File: src/rtl/stream_fifo_sync_if.sv
// Streaming handshake bundle for stream_fifo_sync.
// Upstream: data_in / datavalid_in into the FIFO, ready_out back to the producer.
// Downstream: data_out / datavalid_out to the consumer, ready_in back into the FIFO.
// The FIFO uses the slave modport. A producer/consumer pair (or a bench) uses the master modport.
interface stream_fifo_sync_if #(
  parameter int DATA_WIDTH = 12
);
  logic [DATA_WIDTH-1:0] data_in;
  logic                  datavalid_in;
  logic                  ready_out;
  logic [DATA_WIDTH-1:0] data_out;
  logic                  datavalid_out;
  logic                  ready_in;

  // FIFO side: consumes upstream words and the downstream ready, drives the rest.
  modport slave (
    input  data_in,
    input  datavalid_in,
    output ready_out,
    output data_out,
    output datavalid_out,
    input  ready_in
  );

  // Environment side: drives upstream words and the downstream ready.
  modport master (
    output data_in,
    output datavalid_in,
    input  ready_out,
    input  data_out,
    input  datavalid_out,
    output ready_in
  );
endinterface : stream_fifo_sync_if

File: src/rtl/stream_fifo_sync.sv
// stream_fifo_sync: DEPTH-entry synchronous first-word-fall-through FIFO.
// Valid/ready backpressure is applied on both sides. The block also reports the
// fill level, an almost-full flag and a sticky overflow flag.
// A write that arrives while the FIFO is full is dropped and sets overflow.
// A read in the same cycle does not make room for that write.
// Optional feature: define STREAM_FIFO_DROP_CNT_EN to build a saturating 16-bit
// dropped-write counter. Without it, drop_count is tied to zero.
module stream_fifo_sync #(
  parameter int DATA_WIDTH         = 12,
  parameter int ADDR_WIDTH         = 4,
  parameter int ALMOST_FULL_THRESH = 12
) (
  input  logic                  clock,
  input  logic                  reset,
  stream_fifo_sync_if.slave     bus,
  output logic [ADDR_WIDTH:0]   level,
  output logic                  almost_full,
  output logic                  overflow,
  output logic [15:0]           drop_count
);

  localparam int                DEPTH      = 1 << ADDR_WIDTH;
  localparam logic [ADDR_WIDTH:0] LEVEL_FULL = (ADDR_WIDTH + 1)'(DEPTH);
  localparam logic [ADDR_WIDTH:0] LEVEL_AF   = (ADDR_WIDTH + 1)'(ALMOST_FULL_THRESH);

  logic [DATA_WIDTH-1:0] mem [DEPTH];
  logic [ADDR_WIDTH-1:0] wr_ptr;
  logic [ADDR_WIDTH-1:0] rd_ptr;
  logic [ADDR_WIDTH:0]   level_q;

  logic not_full;
  logic not_empty;
  logic wr_en;
  logic rd_en;
  logic drop_en;

  // Handshake decode: accept, deliver and drop decisions for this cycle.
  // NOTE: every signal is assigned on every path through this block, so no latch is inferred.
  always_comb begin
    not_full  = (level_q != LEVEL_FULL);
    not_empty = (level_q != '0);
    wr_en     = bus.datavalid_in && not_full;
    rd_en     = not_empty && bus.ready_in;
    drop_en   = bus.datavalid_in && !not_full;
  end

  assign bus.ready_out     = not_full;
  assign bus.datavalid_out = not_empty;
  assign bus.data_out      = not_empty ? mem[rd_ptr] : '0;
  assign level             = level_q;
  assign almost_full       = (level_q >= LEVEL_AF);

  // Storage array: captures an accepted word at the write pointer.
  // NOTE: the memory has no reset. Clearing the pointers and level is enough to discard its contents.
  always_ff @(posedge clock) begin
    if (!reset && wr_en) begin
      mem[wr_ptr] <= bus.data_in;
    end
  end

  // Pointer registers: natural ADDR_WIDTH wrap gives modulo-DEPTH addressing.
  // NOTE: state is updated with non-blocking assignments, so every register samples pre-edge values.
  always_ff @(posedge clock) begin
    if (reset) begin
      wr_ptr <= '0;
      rd_ptr <= '0;
    end else begin
      if (wr_en) wr_ptr <= wr_ptr + 1'b1;
      if (rd_en) rd_ptr <= rd_ptr + 1'b1;
    end
  end

  // Fill level: a simultaneous write and read leaves the level unchanged.
  always_ff @(posedge clock) begin
    if (reset) begin
      level_q <= '0;
    end else begin
      case ({wr_en, rd_en})
        2'b10:   level_q <= level_q + 1'b1;
        2'b01:   level_q <= level_q - 1'b1;
        default: level_q <= level_q;
      endcase
    end
  end

  // Sticky overflow: set by any dropped write, cleared only by reset.
  always_ff @(posedge clock) begin
    if (reset) begin
      overflow <= 1'b0;
    end else if (drop_en) begin
      overflow <= 1'b1;
    end
  end

`ifdef STREAM_FIFO_DROP_CNT_EN
  logic [15:0] drop_cnt_q;

  // Dropped-write counter: saturates at all-ones instead of wrapping.
  always_ff @(posedge clock) begin
    if (reset) begin
      drop_cnt_q <= '0;
    end else if (drop_en && (drop_cnt_q != 16'hFFFF)) begin
      drop_cnt_q <= drop_cnt_q + 16'd1;
    end
  end

  assign drop_count = drop_cnt_q;
`else
  assign drop_count = '0;
`endif

endmodule : stream_fifo_sync
File: src/flat_wrapper.sv
// flat-port wrapper written by rule: the top's interface ports become plain ports
module stream_fifo_sync_flat 
#(
  parameter int DATA_WIDTH         = 12,
  parameter int ADDR_WIDTH         = 4,
  parameter int ALMOST_FULL_THRESH = 12
)
  (clock, reset, level, almost_full, overflow, drop_count, bus_data_in, bus_datavalid_in, bus_ready_out, bus_data_out, bus_datavalid_out, bus_ready_in);
  stream_fifo_sync_if #(.DATA_WIDTH(DATA_WIDTH)) bus_i ();
  input  logic clock;
  input  logic reset;
  output logic [ADDR_WIDTH:0] level;
  output logic almost_full;
  output logic overflow;
  output logic [15:0] drop_count;
  input wire logic [$bits(bus_i.data_in)-1:0] bus_data_in;
  input wire logic [$bits(bus_i.datavalid_in)-1:0] bus_datavalid_in;
  output wire logic [$bits(bus_i.ready_out)-1:0] bus_ready_out;
  output wire logic [$bits(bus_i.data_out)-1:0] bus_data_out;
  output wire logic [$bits(bus_i.datavalid_out)-1:0] bus_datavalid_out;
  input wire logic [$bits(bus_i.ready_in)-1:0] bus_ready_in;
  assign bus_i.data_in = bus_data_in;
  assign bus_i.datavalid_in = bus_datavalid_in;
  assign bus_ready_out = bus_i.ready_out;
  assign bus_data_out = bus_i.data_out;
  assign bus_datavalid_out = bus_i.datavalid_out;
  assign bus_i.ready_in = bus_ready_in;
  stream_fifo_sync #(.DATA_WIDTH(DATA_WIDTH), .ADDR_WIDTH(ADDR_WIDTH), .ALMOST_FULL_THRESH(ALMOST_FULL_THRESH)) u_core (.clock(clock), .reset(reset), .bus(bus_i), .level(level), .almost_full(almost_full), .overflow(overflow), .drop_count(drop_count));
endmodule
File: config.mk
export PLATFORM = sky130hd
export DESIGN_NAME = stream_fifo_sync_flat
export DESIGN_NICKNAME = d
export VERILOG_FILES = /design/src/rtl/stream_fifo_sync_if.sv /design/src/rtl/stream_fifo_sync.sv /design/src/flat_wrapper.sv
export SDC_FILE = /design/constraint.sdc
export NUM_CORES = 1
export LEC_CHECK = 0
export BUFFER_PORTS_ARGS = -buffer_cell sky130_fd_sc_hd__buf_2
export CAP_MARGIN = 20
export CORE_AREA = 2 2 136 138
export DETAILED_ROUTE_END_ITERATION = 16
export DIE_AREA = 0 0 138 140
export GPL_ROUTABILITY_DRIVEN = 0
export HOLD_SLACK_MARGIN = 0.15
export PLACE_DENSITY = 0.66
export SLEW_MARGIN = 25
export SYNTH_ARGS = -nofsm -noshare
export SYNTH_HDL_FRONTEND = slang
export SYNTH_SLANG_ARGS = --single-unit
File: constraint.sdc
create_clock -name clock -period 2.95 [get_ports clock]
set_input_delay 0 -clock clock [delete_from_list [all_inputs] [get_ports clock]]
set_output_delay 0 -clock clock [all_outputs]
set_load 0.01 [all_outputs]
# Yosys cells after proc, flatten, opt, wreduce, memory -nomap -nowiden
# Memory sizes are Yosys's and may differ from the RTL's. A register that Yosys moved wholly into a read port is not among the register bits.
# Index checks and enable logic that the tools add are counted.
# word_totals
output_inout_bits	37
mem_count	1
word_cells	27
reg_bits	14
ram_bits	192
# classes
n_reduce_logical	8
n_lt_le_gt_ge	1
add_sub_neg	4
eq_ne	3
muxes	6
# mem_list
name	words	word_bits	read_ports	rd_ports_with_merged_regs	wr	line_no	source
u_core.mem	16	12	1	1	1	stream_fifo_sync.sv:26	logic [DATA_WIDTH-1:0] mem [DEPTH];
# op_table
cell	n
$mux 12	1
$pmux 5 s2	1
$add 4x1->4 const B	2
$mux 4	2
$add 5x1->5 const B	1
$ge 5x4->1 const B	1
$ne 5x5->1 const B	1
$reduce_bool 5->1	1
$sub 5x1->5 const B	1
$logic_and 1x1->1	4
$eq 2x1->1 const B	1
$eq 2x2->1 const B	1
$logic_not 1->1	2
$mux 1	2
$reduce_bool 2->1	1

# Longest topological paths before layout
# depth
depth_word	5
mapped_depth	12

# Worst setup path before layout
# OpenSTA, ideal clock, no wires.
# synth_timing
kind	register to register
startpoint	reg u_core.level_q[1] (netlist: u_core.level[1])
endpoint	reg u_core.level_q[4] (netlist: u_core.level[4])
setup_time_ps	129
arrival_time_ps	2607
period_less_slack_ps	2736
path_buffers	2
slack_ps	214
stages_incl_launch_ff	12
path_cell_list	dfxtp_1 buf_6 or4_4 o21ai_4 inv_1 ha_1 clkbuf_1 xor2_1 ha_1 o31ai_1 o22ai_1 nand4bb_1
# synth_between
elab_chain_len	4
# synth_rtl
item	line_no	source
start: declaration	stream_fifo_sync.sv:29	logic [ADDR_WIDTH:0] level_q;
start signal: assignment	stream_fifo_sync.sv:79	2'b10: level_q <= level_q + 1'b1;
start signal: assignment	stream_fifo_sync.sv:80	2'b01: level_q <= level_q - 1'b1;
start signal: assignment	stream_fifo_sync.sv:81	default: level_q <= level_q;
$reduce_bool 5->1 (*)	stream_fifo_sync.sv:41	not_empty = (level_q != '0);
$logic_and 1x1->1 (*)	stream_fifo_sync.sv:43	rd_en = not_empty && bus.ready_in;
named net u_core.rd_en	stream_fifo_sync.sv:34	logic rd_en;
$eq 2x1->1 / $eq 2x2->1 (equally long branches)	stream_fifo_sync.sv:78	case ({wr_en, rd_en})
$pmux 5 s2 / $reduce_bool 2->1 (equally long branches)	n/a	
# The timed path passes the listed nets; every way through them passes the cells marked *.
# A chain may end at the register's enable or synchronous reset.

# Worst setup path in the final report
# layout_timing
startpoint	reg u_core.level_q[0] (netlist: u_core.level[0])
endpoint	reg u_core.level_q[4] (netlist: u_core.level[4])
# The elaborated chain is that of the path after synthesis.

==> impl_metrics.tcl <==
set metrics [dict create \
    status "completed" \
    path_class "reg -> reg" \
    dp_hpwl_um 10600 \
    yosys_warnings 0 \
    grt_overflow 0 \
    worstPathCellList "or4_4 > o21ai_4 > inv_1 > ha_2 > xor2_1 > ha_1 > o31ai_2 > o22ai_1 > nand4bb_1" \
    portBuffers 36 \
    cts_tree "done" \
    ys_async_sr_fraction_pct 0 \
    ant_nets 0 \
    slew_violations 0 \
    synthXorXnorAreaFrac_pct 0.714 \
    coreArea_um2 17800 \
    antenna_found_initial 0 \
    fmax_mhz 369 \
    max_cap_viol_count 0 \
    cts_root_buf "clkbuf_16" \
    pin_count 53 \
    multi_input_area_um2 2250 \
    cts.sinks 210 \
    grt_pass1_vias 4469 \
    hold_path.class "in -> reg" \
    slowest_delay_ns 0.61 \
    seqCellArea_um2 6130 \
    cp-end-kind "flop" \
    clock_skew_ns 0.00564 \
    synth_fa_ha_area_share_pct 1.17 \
    synth_top_family_by_area "multiplexers" \
    avgSynthCellArea_um2 18.7 \
    die_x_um 138 \
    vias_per_cell 5.70 \
    clk_latency_ns 0.49 \
    layout.cells.non_filler 780 \
    p_per_area_nw_per_um2 767 \
    dieArea_um2 19300 \
    setup_viol 0 \
    initial_core_util_pct 48.3 \
    rows 49 \
    drive_gt1_share_pct 27.9 \
    num-nets-final 561 \
    first_pass_iters 4 \
    r2r_start "u_core.level[0]" \
    ys_ff_latch 210 \
    die_h_um 140 \
    critPathCapture "u_core.level[4]" \
    period_minus_slack_ns 2.71 \
    fillers 1365 \
    post_cts_buffers 0 \
    rsz0062_at_grt "no" \
    drc 0 \
    syn_inst 460 \
    yosysTopAreaCell "edfxtp_1" \
    r2r_end "u_core.level[4]" \
    cts_buffers 21 \
    netlist_area_um2 8590 \
    critPathLaunchType "flop" \
    cp_slowest_cell "or4_4" \
    synthSimpleGateAreaFrac_pct 4.75 \
    netlist_top_cells_area "edfxtp_1 67%, mux4_2 13%, dfxtp_1 4.2%" \
    p_leak_nw 3.31 \
    relSlewSlack_pct 31.3 \
    clockBufferDepth 3 \
    synth_edf_count 192 \
    grt_use_total_pct 18.2 \
    reg2reg_depth 9 \
    synth.top_cell.area_share_pct 67.1 \
    synth_compound_gate_area_share_pct 4.40 \
    finalHoldViolations 0 \
    worstPathMaxFanout 12 \
    ys.flop_type "edfxtp_1" \
    dp_cells 727 \
    htree_levels 1 \
    wl_per_cell_um 22.4 \
    syn2layout_area_growth_pct 15.3 \
    tightest_slew_ns 1.03 \
    reg2reg_slack_ns 0.24 \
    post-route-period-util_pct 91.8 \
    clkTransAtPathRegs_ns 0.06 \
    grt_pass1_wl_um 26700 \
    synth_mux_area_share_pct 14.3 \
    synth.distinct_cells 47 \
    cp.arrival_ns 3.07 \
    crit_start "u_core.level[0]" \
    cp.required_ns 3.31 \
    drt-initial-drc-count 477 \
    diodes 0 \
    wl_um 17500 \
    yosysSeqAreaShare_pct 71.3 \
    vdd_drop_max_mv 0.428 \
    fin_setup_tns_ns 0 \
    grt_max_degree 29 \
    num_vias 4446 \
]
-- area by class of cell --
cell class / instances / area share (%)
Sequential cell: 210 / 61.9
Tap cell: 229 / 2.89
Timing Repair Buffer: 79 / 5.61
Clock buffer: 28 / 6.10
Inverter: 7 / 0.265
Clock inverter: 9 / 0.468
Multi-Input combinational cell: 218 / 22.7
-- flip-flops by register name, summed over array words and instances (netlist names), named ones only --
| signal | flops |
|---|---|
| u_core.overflow | 1 |
| u_core.wr_ptr | 4 |
| u_core.rd_ptr | 4 |
| u_core.mem | 192 |
| u_core.level | 5 |
-- cell usage in the layout (no fill, tap or decap), types with 2 or more instances in the layout --
cell type	Yosys	final
nand3b_1	2	2
inv_1	6	6
a21o_1	2	2
ha_1	8	7
nor2_1	28	28
o2111ai_1	2	2
mux2i_1	15	15
a211oi_1	25	25
buf_2	10	36
nand3_1	3	3
o211ai_1	2	2
conb_1	1	16
nor3_1	3	3
or3_1	2	2
mux4_2	48	48
clkinv_1	1	2
o21a_1	3	3
clkbuf_1	7	4
clkbuf_16	0	23
dfxtp_1	18	15
xor2_1	6	6
clkinv_2	0	7
dfxtp_2	0	3
nand2_1	11	11
dlygate4sd3_1	0	16
buf_4	22	26
nor2b_1	15	15
edfxtp_1	192	192
and3_1	5	5
-- per-stage QoR --
| stage | util, % | worst slack (ns) | power, mW | instance area [um^2] | hold slack [ns] |
|---|---|---|---|---|---|
| floorplan | - | 0.214 | 4.62 | 8640 | 0.0989 |
| global placement | 51.0 | 0.249 | 5.10 | 9080 | 0.356 |
| detailed placement | 51.0 | 0.102 | 5.15 | 9080 | 0.366 |
| CTS | 55.6 | 0.0840 | 7.64 | 9890 | 0.438 |
| global route | 55.7 | 0.0656 | 7.91 | 9900 | 0.452 |
| finish | 55.7 | 0.241 | 7.59 | 9900 | 0.442 |
-- kinds of logic (layout without fill, tap and decap cells) --
family	count (synthesis)	in the layout
AO/OA/AOI/OAI	46	46
AND/OR/NAND/NOR	78	78
other	1	16
XOR/XNOR	7	7
buffers and inverters	47	123
flip-flops	210	210
adder cells (fa/ha/maj)	8	8
multiplexers	63	63
-- critical path, delay by kind of cell (launching register included) --
kind / cells / cell delay [ns]
adder cells (fa/ha/maj): 2 / 0.52
buffers and inverters: 1 / 0.08
XOR/XNOR: 1 / 0.17
AND/OR/NAND/NOR: 2 / 0.79
flip-flops: 1 / 0.38
AO/OA/AOI/OAI: 3 / 0.65
-- cells in the mapped netlist (2+ instances only) --
cell	n
inv_1	6
xor2_1	6
or3_1	2
nand3_1	3
dfxtp_1	18
nor4_1	2
edfxtp_1	192
a21o_1	2
buf_4	22
ha_1	8
buf_2	10
nand3b_1	2
mux2i_1	15
nor2b_1	15
clkbuf_1	7
a211oi_1	25
nor2_1	28
and3_1	5
o211ai_1	2
o2111ai_1	2
nor3_1	3
mux4_2	48
o21a_1	3
nand2_1	11
-- what timing repair did --
action | CTS | global route
resized for setup | 0 | 4
endpoints found under the setup margin | 0 | 1
hold buffers | 16 | 0
hold endpoints to repair | 212 | 0
-- where the power goes --
part	switching, mW	internal (mW)
registers	0.141	3.34
clock network	1.05	1.44
logic	0.876	0.745
total	2.07	5.53
-- layer usage --
layer	global-route usage (%)	vias up	wire, um
li1	-	1972	-
met1	24.9	2294	7260
met2	30.9	151	8880
met3	2.63	29	1000
met4	5.05	0	335
met5	0	-	0
-- how the worst min path moves through the flow --
| stage | start | endpoint | slack (ns) | depth (start not counted) |
|---|---|---|---|---|
| 2_1_floorplan | bus_data_in[0] | u_core.mem[0][0] | 0.1 | 0 |
| 3_3_place_gp | bus_datavalid_in | u_core.overflow | 0.36 | 3 |
| 3_5_place_dp | bus_datavalid_in | u_core.overflow | 0.37 | 3 |
| 4_1_cts | bus_data_in[1] | u_core.mem[5][1] | 0.44 | 2 |
| 5_1_grt | bus_data_in[1] | u_core.mem[14][1] | 0.45 | 2 |
| 6_report | bus_data_in[6] | u_core.mem[8][6] | 0.44 | 2 |
Note: power is estimated with default switching activity, not from simulation.
